$ cat src/rtl/hist_pkg.sv
`default_nettype none
// ============================================================================
// Package     : hist_pkg
// Description : Shared types and elaboration-time helpers for the per-pixel
//               histogram / peak builder (state encoding, index widths,
//               frame slot count, TDC-code-to-bin mapping).
// Revision    : 1.0 - initial release
// ============================================================================
package hist_pkg;

  typedef enum logic [1:0] {
    ST_ACCUM = 2'd0,
    ST_SCAN  = 2'd1,
    ST_OUT   = 2'd2
  } state_e;

  // Number of coarse bins for a given bin index width.
  function automatic int bin_num(input int bin_w);
    return 1 << bin_w;
  endfunction

  // Index width for a counter over n items; never below one bit so that
  // single-item configurations still produce a legal vector.
  function automatic int idx_w(input int n);
    return (n > 1) ? $clog2(n) : 1;
  endfunction

  // Total code slots in one frame.
  function automatic int frame_slots(input int acq_num, input int pixel_num,
                                     input int data_num);
    return acq_num * pixel_num * data_num;
  endfunction

  // Coarse bin of a TDC code: its top bin_w bits.
  function automatic logic [31:0] bin_of(input logic [31:0] code,
                                         input int tdc_w, input int bin_w);
    return code >> (tdc_w - bin_w);
  endfunction

endpackage : hist_pkg
`default_nettype wire

$ cat src/rtl/hist_peak_scan.sv
`default_nettype none
// ============================================================================
// Module      : hist_peak_scan
// Description : Running argmax over a histogram presented one bin per cycle.
//               Strict greater-than comparison, so the lowest bin wins ties.
//               peak_bin/peak_cnt already include the bin on the current
//               cycle, letting the caller capture the final result on the
//               same cycle the last bin is read.
// Ports       : clk, res (async, active high), clr (sync abort)
//               en       - a bin is presented this cycle
//               start    - first bin of a histogram (discards previous max)
//               bin_idx  - index of the presented bin
//               bin_cnt  - count of the presented bin
//               peak_bin - argmax including the presented bin
//               peak_cnt - max count including the presented bin
//               rd_clr   - strobe: presented bin has been consumed, clear it
// Revision    : 1.0 - initial release
// ============================================================================
module hist_peak_scan #(
  parameter int BIN_W = 4,
  parameter int CNT_W = 8
) (
  input  logic             clk,
  input  logic             res,
  input  logic             clr,
  input  logic             en,
  input  logic             start,
  input  logic [BIN_W-1:0] bin_idx,
  input  logic [CNT_W-1:0] bin_cnt,
  output logic [BIN_W-1:0] peak_bin,
  output logic [CNT_W-1:0] peak_cnt,
  output logic             rd_clr
);

  logic [BIN_W-1:0] max_bin_q, max_bin_d;
  logic [CNT_W-1:0] max_cnt_q, max_cnt_d;
  logic             take;

  always_comb begin
    // On start the previous histogram's max is ignored, so bin 0 is always
    // taken; an all-zero histogram therefore reports bin 0, count 0.
    take      = start || (bin_cnt > max_cnt_q);
    peak_bin  = take ? bin_idx : max_bin_q;
    peak_cnt  = take ? bin_cnt : max_cnt_q;
    max_bin_d = max_bin_q;
    max_cnt_d = max_cnt_q;
    if (clr) begin
      max_bin_d = '0;
      max_cnt_d = '0;
    end else if (en) begin
      max_bin_d = peak_bin;
      max_cnt_d = peak_cnt;
    end
  end

  always_ff @(posedge clk or posedge res) begin
    if (res) begin
      max_bin_q <= '0;
      max_cnt_q <= '0;
    end else begin
      max_bin_q <= max_bin_d;
      max_cnt_q <= max_cnt_d;
    end
  end

  assign rd_clr = en;

endmodule : hist_peak_scan
`default_nettype wire

$ cat src/rtl/hist_peak_builder.sv
`default_nettype none
// ============================================================================
// Module      : hist_peak_builder
// Description : Builds one saturating coarse-bin histogram per pixel from a
//               stream of TDC codes in acquisition/pixel/sample order, then
//               scans each histogram (clearing it as it is read) and emits one
//               peak record per pixel over valid/ready.
// Ports       : clk, res (async, active high), clr (sync frame abort)
//               in_valid/in_ready/in_data  - TDC code stream, 0 = no photon
//               pk_valid/pk_ready          - peak record handshake
//               pk_pixel/pk_bin/pk_count   - peak record fields
//               pk_hit                     - pk_count >= MIN_PEAK
//               frame_done                 - asserted with the handshake of
//                                            the last pixel's record
// Revision    : 1.0 - initial release
// ============================================================================
module hist_peak_builder
  import hist_pkg::*;
#(
  parameter int TDC_W     = 10,
  parameter int BIN_W     = 4,
  parameter int CNT_W     = 8,
  parameter int PIXEL_NUM = 3,
  parameter int DATA_NUM  = 2,
  parameter int ACQ_NUM   = 3,
  parameter int MIN_PEAK  = 2
) (
  input  logic                             clk,
  input  logic                             res,
  input  logic                             clr,
  input  logic                             in_valid,
  output logic                             in_ready,
  input  logic [TDC_W-1:0]                 in_data,
  output logic                             pk_valid,
  input  logic                             pk_ready,
  output logic [idx_w(PIXEL_NUM)-1:0]      pk_pixel,
  output logic [BIN_W-1:0]                 pk_bin,
  output logic [CNT_W-1:0]                 pk_count,
  output logic                             pk_hit,
  output logic                             frame_done
);

  localparam int          BIN_NUM  = bin_num(BIN_W);
  localparam int          PIX_W    = idx_w(PIXEL_NUM);
  localparam int          SMP_W    = idx_w(DATA_NUM);
  localparam int          ACQ_W    = idx_w(ACQ_NUM);
  localparam int unsigned MIN_U    = MIN_PEAK;
  localparam logic [CNT_W-1:0] CNT_MAX = '1;

  state_e           state_q, state_d;
  logic [CNT_W-1:0] hist_q [PIXEL_NUM][BIN_NUM];
  logic [CNT_W-1:0] hist_d [PIXEL_NUM][BIN_NUM];
  logic [SMP_W-1:0] smp_q, smp_d;
  logic [PIX_W-1:0] pix_q, pix_d;     // input pixel in ACCUM, scan pointer after
  logic [ACQ_W-1:0] acq_q, acq_d;
  logic [BIN_W-1:0] bin_idx_q, bin_idx_d;
  logic             in_ready_q, in_ready_d;
  logic             pk_valid_q, pk_valid_d;
  logic [PIX_W-1:0] pk_pixel_q, pk_pixel_d;
  logic [BIN_W-1:0] pk_bin_q, pk_bin_d;
  logic [CNT_W-1:0] pk_count_q, pk_count_d;
  logic             pk_hit_q, pk_hit_d;

  logic             accept;
  logic             hshake;
  logic             last_smp, last_pix, last_acq;
  logic [BIN_W-1:0] code_bin;
  logic             scan_en;
  logic [BIN_W-1:0] scan_bin;
  logic [CNT_W-1:0] scan_cnt;
  logic             scan_rd_clr;

  assign accept   = in_valid && in_ready_q;
  assign hshake   = pk_valid_q && pk_ready;
  assign last_smp = (smp_q == SMP_W'(DATA_NUM - 1));
  assign last_pix = (pix_q == PIX_W'(PIXEL_NUM - 1));
  assign last_acq = (acq_q == ACQ_W'(ACQ_NUM - 1));
  assign code_bin = BIN_W'(bin_of(32'(in_data), TDC_W, BIN_W));
  assign scan_en  = (state_q == ST_SCAN);

  hist_peak_scan #(
    .BIN_W (BIN_W),
    .CNT_W (CNT_W)
  ) u_scan (
    .clk      (clk),
    .res      (res),
    .clr      (clr),
    .en       (scan_en),
    .start    (bin_idx_q == '0),
    .bin_idx  (bin_idx_q),
    .bin_cnt  (hist_q[pix_q][bin_idx_q]),
    .peak_bin (scan_bin),
    .peak_cnt (scan_cnt),
    .rd_clr   (scan_rd_clr)
  );

  always_comb begin
    state_d    = state_q;
    hist_d     = hist_q;
    smp_d      = smp_q;
    pix_d      = pix_q;
    acq_d      = acq_q;
    bin_idx_d  = bin_idx_q;
    pk_valid_d = pk_valid_q;
    pk_pixel_d = pk_pixel_q;
    pk_bin_d   = pk_bin_q;
    pk_count_d = pk_count_q;
    pk_hit_d   = pk_hit_q;

    case (state_q)
      ST_ACCUM: begin
        if (accept) begin
          // Histogram write is a single-cycle register update, so
          // back-to-back hits on one bin both land.
          if ((in_data != '0) && (hist_q[pix_q][code_bin] != CNT_MAX)) begin
            hist_d[pix_q][code_bin] = hist_q[pix_q][code_bin] + CNT_W'(1);
          end
          smp_d = last_smp ? '0 : smp_q + SMP_W'(1);
          if (last_smp) begin
            pix_d = last_pix ? '0 : pix_q + PIX_W'(1);
            if (last_pix) begin
              acq_d = last_acq ? '0 : acq_q + ACQ_W'(1);
            end
          end
          // Counters wrap to zero here, which doubles as scan pointer = 0.
          if (last_smp && last_pix && last_acq) begin
            state_d   = ST_SCAN;
            bin_idx_d = '0;
          end
        end
      end

      ST_SCAN: begin
        if (scan_rd_clr) begin
          hist_d[pix_q][bin_idx_q] = '0;
        end
        bin_idx_d = bin_idx_q + BIN_W'(1);
        if (&bin_idx_q) begin
          state_d    = ST_OUT;
          pk_valid_d = 1'b1;
          pk_pixel_d = pix_q;
          pk_bin_d   = scan_bin;
          pk_count_d = scan_cnt;
          pk_hit_d   = (32'(scan_cnt) >= MIN_U);
        end
      end

      ST_OUT: begin
        if (hshake) begin
          pk_valid_d = 1'b0;
          bin_idx_d  = '0;
          if (!last_pix) begin
            pix_d   = pix_q + PIX_W'(1);
            state_d = ST_SCAN;
          end else begin
            pix_d   = '0;
            state_d = ST_ACCUM;
          end
        end
      end

      default: state_d = ST_ACCUM;
    endcase

    // Frame abort overrides every other update.
    if (clr) begin
      state_d    = ST_ACCUM;
      hist_d     = '{default: '0};
      smp_d      = '0;
      pix_d      = '0;
      acq_d      = '0;
      bin_idx_d  = '0;
      pk_valid_d = 1'b0;
      pk_pixel_d = '0;
      pk_bin_d   = '0;
      pk_count_d = '0;
      pk_hit_d   = 1'b0;
    end

    in_ready_d = (state_d == ST_ACCUM);
  end

  always_ff @(posedge clk or posedge res) begin
    if (res) begin
      state_q    <= ST_ACCUM;
      hist_q     <= '{default: '0};
      smp_q      <= '0;
      pix_q      <= '0;
      acq_q      <= '0;
      bin_idx_q  <= '0;
      in_ready_q <= 1'b0;
      pk_valid_q <= 1'b0;
      pk_pixel_q <= '0;
      pk_bin_q   <= '0;
      pk_count_q <= '0;
      pk_hit_q   <= 1'b0;
    end else begin
      state_q    <= state_d;
      hist_q     <= hist_d;
      smp_q      <= smp_d;
      pix_q      <= pix_d;
      acq_q      <= acq_d;
      bin_idx_q  <= bin_idx_d;
      in_ready_q <= in_ready_d;
      pk_valid_q <= pk_valid_d;
      pk_pixel_q <= pk_pixel_d;
      pk_bin_q   <= pk_bin_d;
      pk_count_q <= pk_count_d;
      pk_hit_q   <= pk_hit_d;
    end
  end

  assign in_ready   = in_ready_q;
  assign pk_valid   = pk_valid_q;
  assign pk_pixel   = pk_pixel_q;
  assign pk_bin     = pk_bin_q;
  assign pk_count   = pk_count_q;
  assign pk_hit     = pk_hit_q;
  assign frame_done = hshake && (pk_pixel_q == PIX_W'(PIXEL_NUM - 1));

endmodule : hist_peak_builder
`default_nettype wire

$ cat config.mk
export PLATFORM = sky130hd
export DESIGN_NAME = hist_peak_builder
export DESIGN_NICKNAME = d
export VERILOG_FILES = /design/src/rtl/hist_pkg.sv /design/src/rtl/hist_peak_scan.sv /design/src/rtl/hist_peak_builder.sv
export SDC_FILE = /design/constraint.sdc
export NUM_CORES = 1
export LEC_CHECK = 0
export BUFFER_PORTS_ARGS = -buffer_cell sky130_fd_sc_hd__buf_2
export CAP_MARGIN = 15
export CORE_UTILIZATION = 60
export CTS_CLUSTER_SIZE = 30
export DETAILED_ROUTE_END_ITERATION = 7
export GPL_ROUTABILITY_DRIVEN = 0
export PLACE_DENSITY_LB_ADDON = 0.08
export SYNTH_ARGS = -nofsm -noshare
export SYNTH_HDL_FRONTEND = slang
export SYNTH_SLANG_ARGS = --single-unit
$ cat constraint.sdc
create_clock -name clk -period 40.5 [get_ports clk]
set_input_delay 8.1 -clock clk [delete_from_list [all_inputs] [get_ports clk]]
set_output_delay 8.1 -clock clk [all_outputs]
set_load 0.02 [all_outputs]
==> reports/qor.csv <==
metric;value;unit
final WL;73100;µm
Final Skew;0.0199;ns
# hold bufs at CTS;0;
antenna-violating nets left;0;
GR Util met1;53.7;%
worst skew pair latency;0.58;ns
Hold Slack;0.481;ns
Fillers;2877;
DR WL/cell;29.5;µm
Via density;7.46;
Yosys reg bits;424;
maximum VDD drop;0.0395;mV
P&R area growth vs syn;7.44;%
fin cells;2474;
xor/xnor share of the synthesized area;0.156;%
Max stage delay cell, worst path;nor3b_1;
crit path cell chain;buf_2 -> nand2_1 -> nor3b_1 -> buf_2;
number of global-route vias before repair;17900;
RSZ-0062 raised after global routing;false;
Seq/Total Area, Yosys;47.2;%
status;finished with violations;
via count;18500;
Setup Crit Path Kind;input port to output pin;
DPL Wire Length;47500;µm
most frequent CP cell;buf_2;
fraction of registers with async set/reset;100;%
FF+latch area;0.0106;mm²
placed cells;2394;
die area;0.0382;mm²
max-slew violation count;0;
period utilization;41.4;%
Post-synth top flop;dfrtp_1;
post-synthesis adder-cell area fraction;0.724;%
GRT overflow;0;
I/O Buffers;32;
die width;195;µm
setup violators final;0;
Cell Pwr Density;41.0;mW/mm²
synth warn;0;
DRC Markers;17;
largest net degree at the start of global routing;145;
Fin. Hold Viols;0;
clock root cell;clkbuf_16;
I/O pins;33;
Slew @ Worst Pin;1.07;ns
Final WS setup;23.74;ns
Rel. slew slack;28.5;%
core area;0.0367;mm²
Worst EP arrival;8.66;ns
min Tclk post-route;16.76;ns
Iter 0 DRT Violations;2449;
crit-path max cell delay;0.18;ns
CP Launch Type;input port;
H-tree depth;2;
Syn Std Cell Area;0.0225;mm²
FMAX;0.0597;GHz
Starting Density;61.2;%
CTS Buffer Depth;3;
main combinational cell family by area after synthesis;compound AO/OA/AOI/OAI gates;
Top Usage Layer GRT;met2;
clock transition at the registers of the reported paths;0.06;ns
number of synthesized flops with an enable pin;0;
GRT Overall Usage;38.7;%
cts repair resizes;0;
TritonCTS buffer count;44;
area of the multi-input gates;0.0106;mm²
first-pass GRT wire length;112000;µm
violated checks;design-rule violations;
largest fanout on the critical path;4;
Required @ worst endpoint;32.40;ns
setup bufs post-CTS;0;
max cap viols;0;
setup TNS;0;ns
Hold Crit Class;flip-flop to flip-flop;
met3 Usage GRT;10.9;%
# nets final;2000;
Synth Area in Simple Gates;8.08;%
GR Util met2;55.6;%
Die Y;195;µm
Yosys cell types;81;
Mapped Nets;2050;
layout cells sized above 1;13.4;%
Rows;70;
Pre-antenna DRT Iters;8;
Syn Inst Count;2022;
syn_area_per_cell;11.1;µm²
TritonCTS clock tree;built;
critical path endpoint category;output pin;
post-synthesis mux area share;10.7;%
P_leak;9.64;nW
antenna violations before repair;5;
CTS sink cnt;424;
Compound-Gate Fraction of Synth Area;27.4;%
dpl ws;23.73;ns
-- area by class of cell --
class                      count  share of cell area, %
sequential                   424                   44.0
antenna                        2                 0.0207
timing repair buffer          69                   1.82
clock buffer                  65                   5.43
multi-input combinational   1329                   44.0
inverter                     104                   1.65
clock inverter                13                  0.684
tap                          468                   2.43
-- worst paths after layout --
kind / startpoint / end / slack, ns / cells past startpoint
worst min-delay path: pk_count[5] / pk_count[5] / 0.48 / 2
min in group asynchronous: res / hist_q[38] / 7.74 / 2
worst min register to register: pk_count[5] / pk_count[5] / 0.48 / 2
worst max-delay path: pk_ready / frame_done / 23.74 / 4
max in group asynchronous: res / hist_q[26] / 30.25 / 4
worst max register to register: pix_q[1] / hist_q[6] / 33.61 / 16
-- metal layers --
| metal | vias up | part of all wire (%) |
|---|---|---|
| li1 | 7724 | - |
| met4 | 6 | 5.7 |
| met1 | 9168 | 40 |
| met2 | 1229 | 43 |
| met5 | - | 0.12 |
| met3 | 326 | 11 |
-- flip-flops by register name, indices dropped and copies added, names as in the netlist --
name	cells
last_smp	1
bin_idx_q	4
pk_bin	4
pk_pixel	2
pk_valid	1
pk_hit	1
in_ready	1
hist_q	384
acq_q	2
pix_q	2
state_q	2
pk_count	8
u_scan.max_bin_q	4
u_scan.max_cnt_q	8
-- power by group --
part           internal [mW]  switching, mW  total, mW
sequential             0.428        0.00603      0.434
clock                  0.249          0.169      0.418
combinational         0.0314          0.106      0.138
total                  0.708          0.282      0.990
-- placed cells by master (no fill, tap or decap), drive strengths merged, types with 7 or more instances in the layout --
cell type	netlist	layout
mux4	28	28
inv	102	102
a21oi	40	40
a221oi	9	9
nand3b	11	11
nor2	125	125
nand2	114	114
buf	104	69
a211oi	48	48
clkinv	2	11
o2111ai	9	9
a2bb2o	17	17
dfrtp	424	424
a22oi	19	19
nor3	25	25
o211ai	16	16
clkbuf	61	65
o22ai	111	111
nand2b	13	13
o2bb2ai	315	315
nand3	15	15
a22o	41	41
nand4	7	7
a2bb2oi	9	9
mux2i	148	148
o221ai	14	14
nor2b	12	12
ha	13	13
mux2	25	25
o22a	14	14
o21ai	44	44
a21o	7	7
a32o	7	7
-- worst max-delay path, delay by kind of cell --
family	cells	cell delay [ns]
and+or+nand+nor	2	0.27
buffers and inverters	2	0.28
-- cell families after synthesis --
kind of cell,Yosys count
compound gates,763
xor+xnor,4
fa+ha+maj,13
buf+inv,269
flops,424
mux,201
simple gates,348
-- synth_stat cells (all sizes together) (15+ instances only) --
library cell	n	area (µm²)
dfrtp	424	10600
o2bb2ai	315	2770
mux2i	148	1480
nor2	125	689
nand2	114	438
o22ai	111	694
buf	104	677
inv	102	383
clkbuf	61	229
a211oi	48	360
o21ai	44	239
a22o	41	359
a21oi	40	211
mux4	28	631
mux2	25	282
nor3	25	136
a22oi	19	143
a2bb2o	17	200
o211ai	16	125
nand3	15	75.1
-- per-stage QoR --
stage	total power [mW]	instance area [µm²]	utilization [%]
2_1_floorplan	0.535	22500	-
6_report	0.990	24100	65.8
4_1_cts	0.988	24100	65.8
3_3_place_gp	0.573	22700	61.7
3_5_place_dp	0.574	22700	61.7
5_1_grt	1.01	24100	65.8
(Power assumes the default switching activity.)
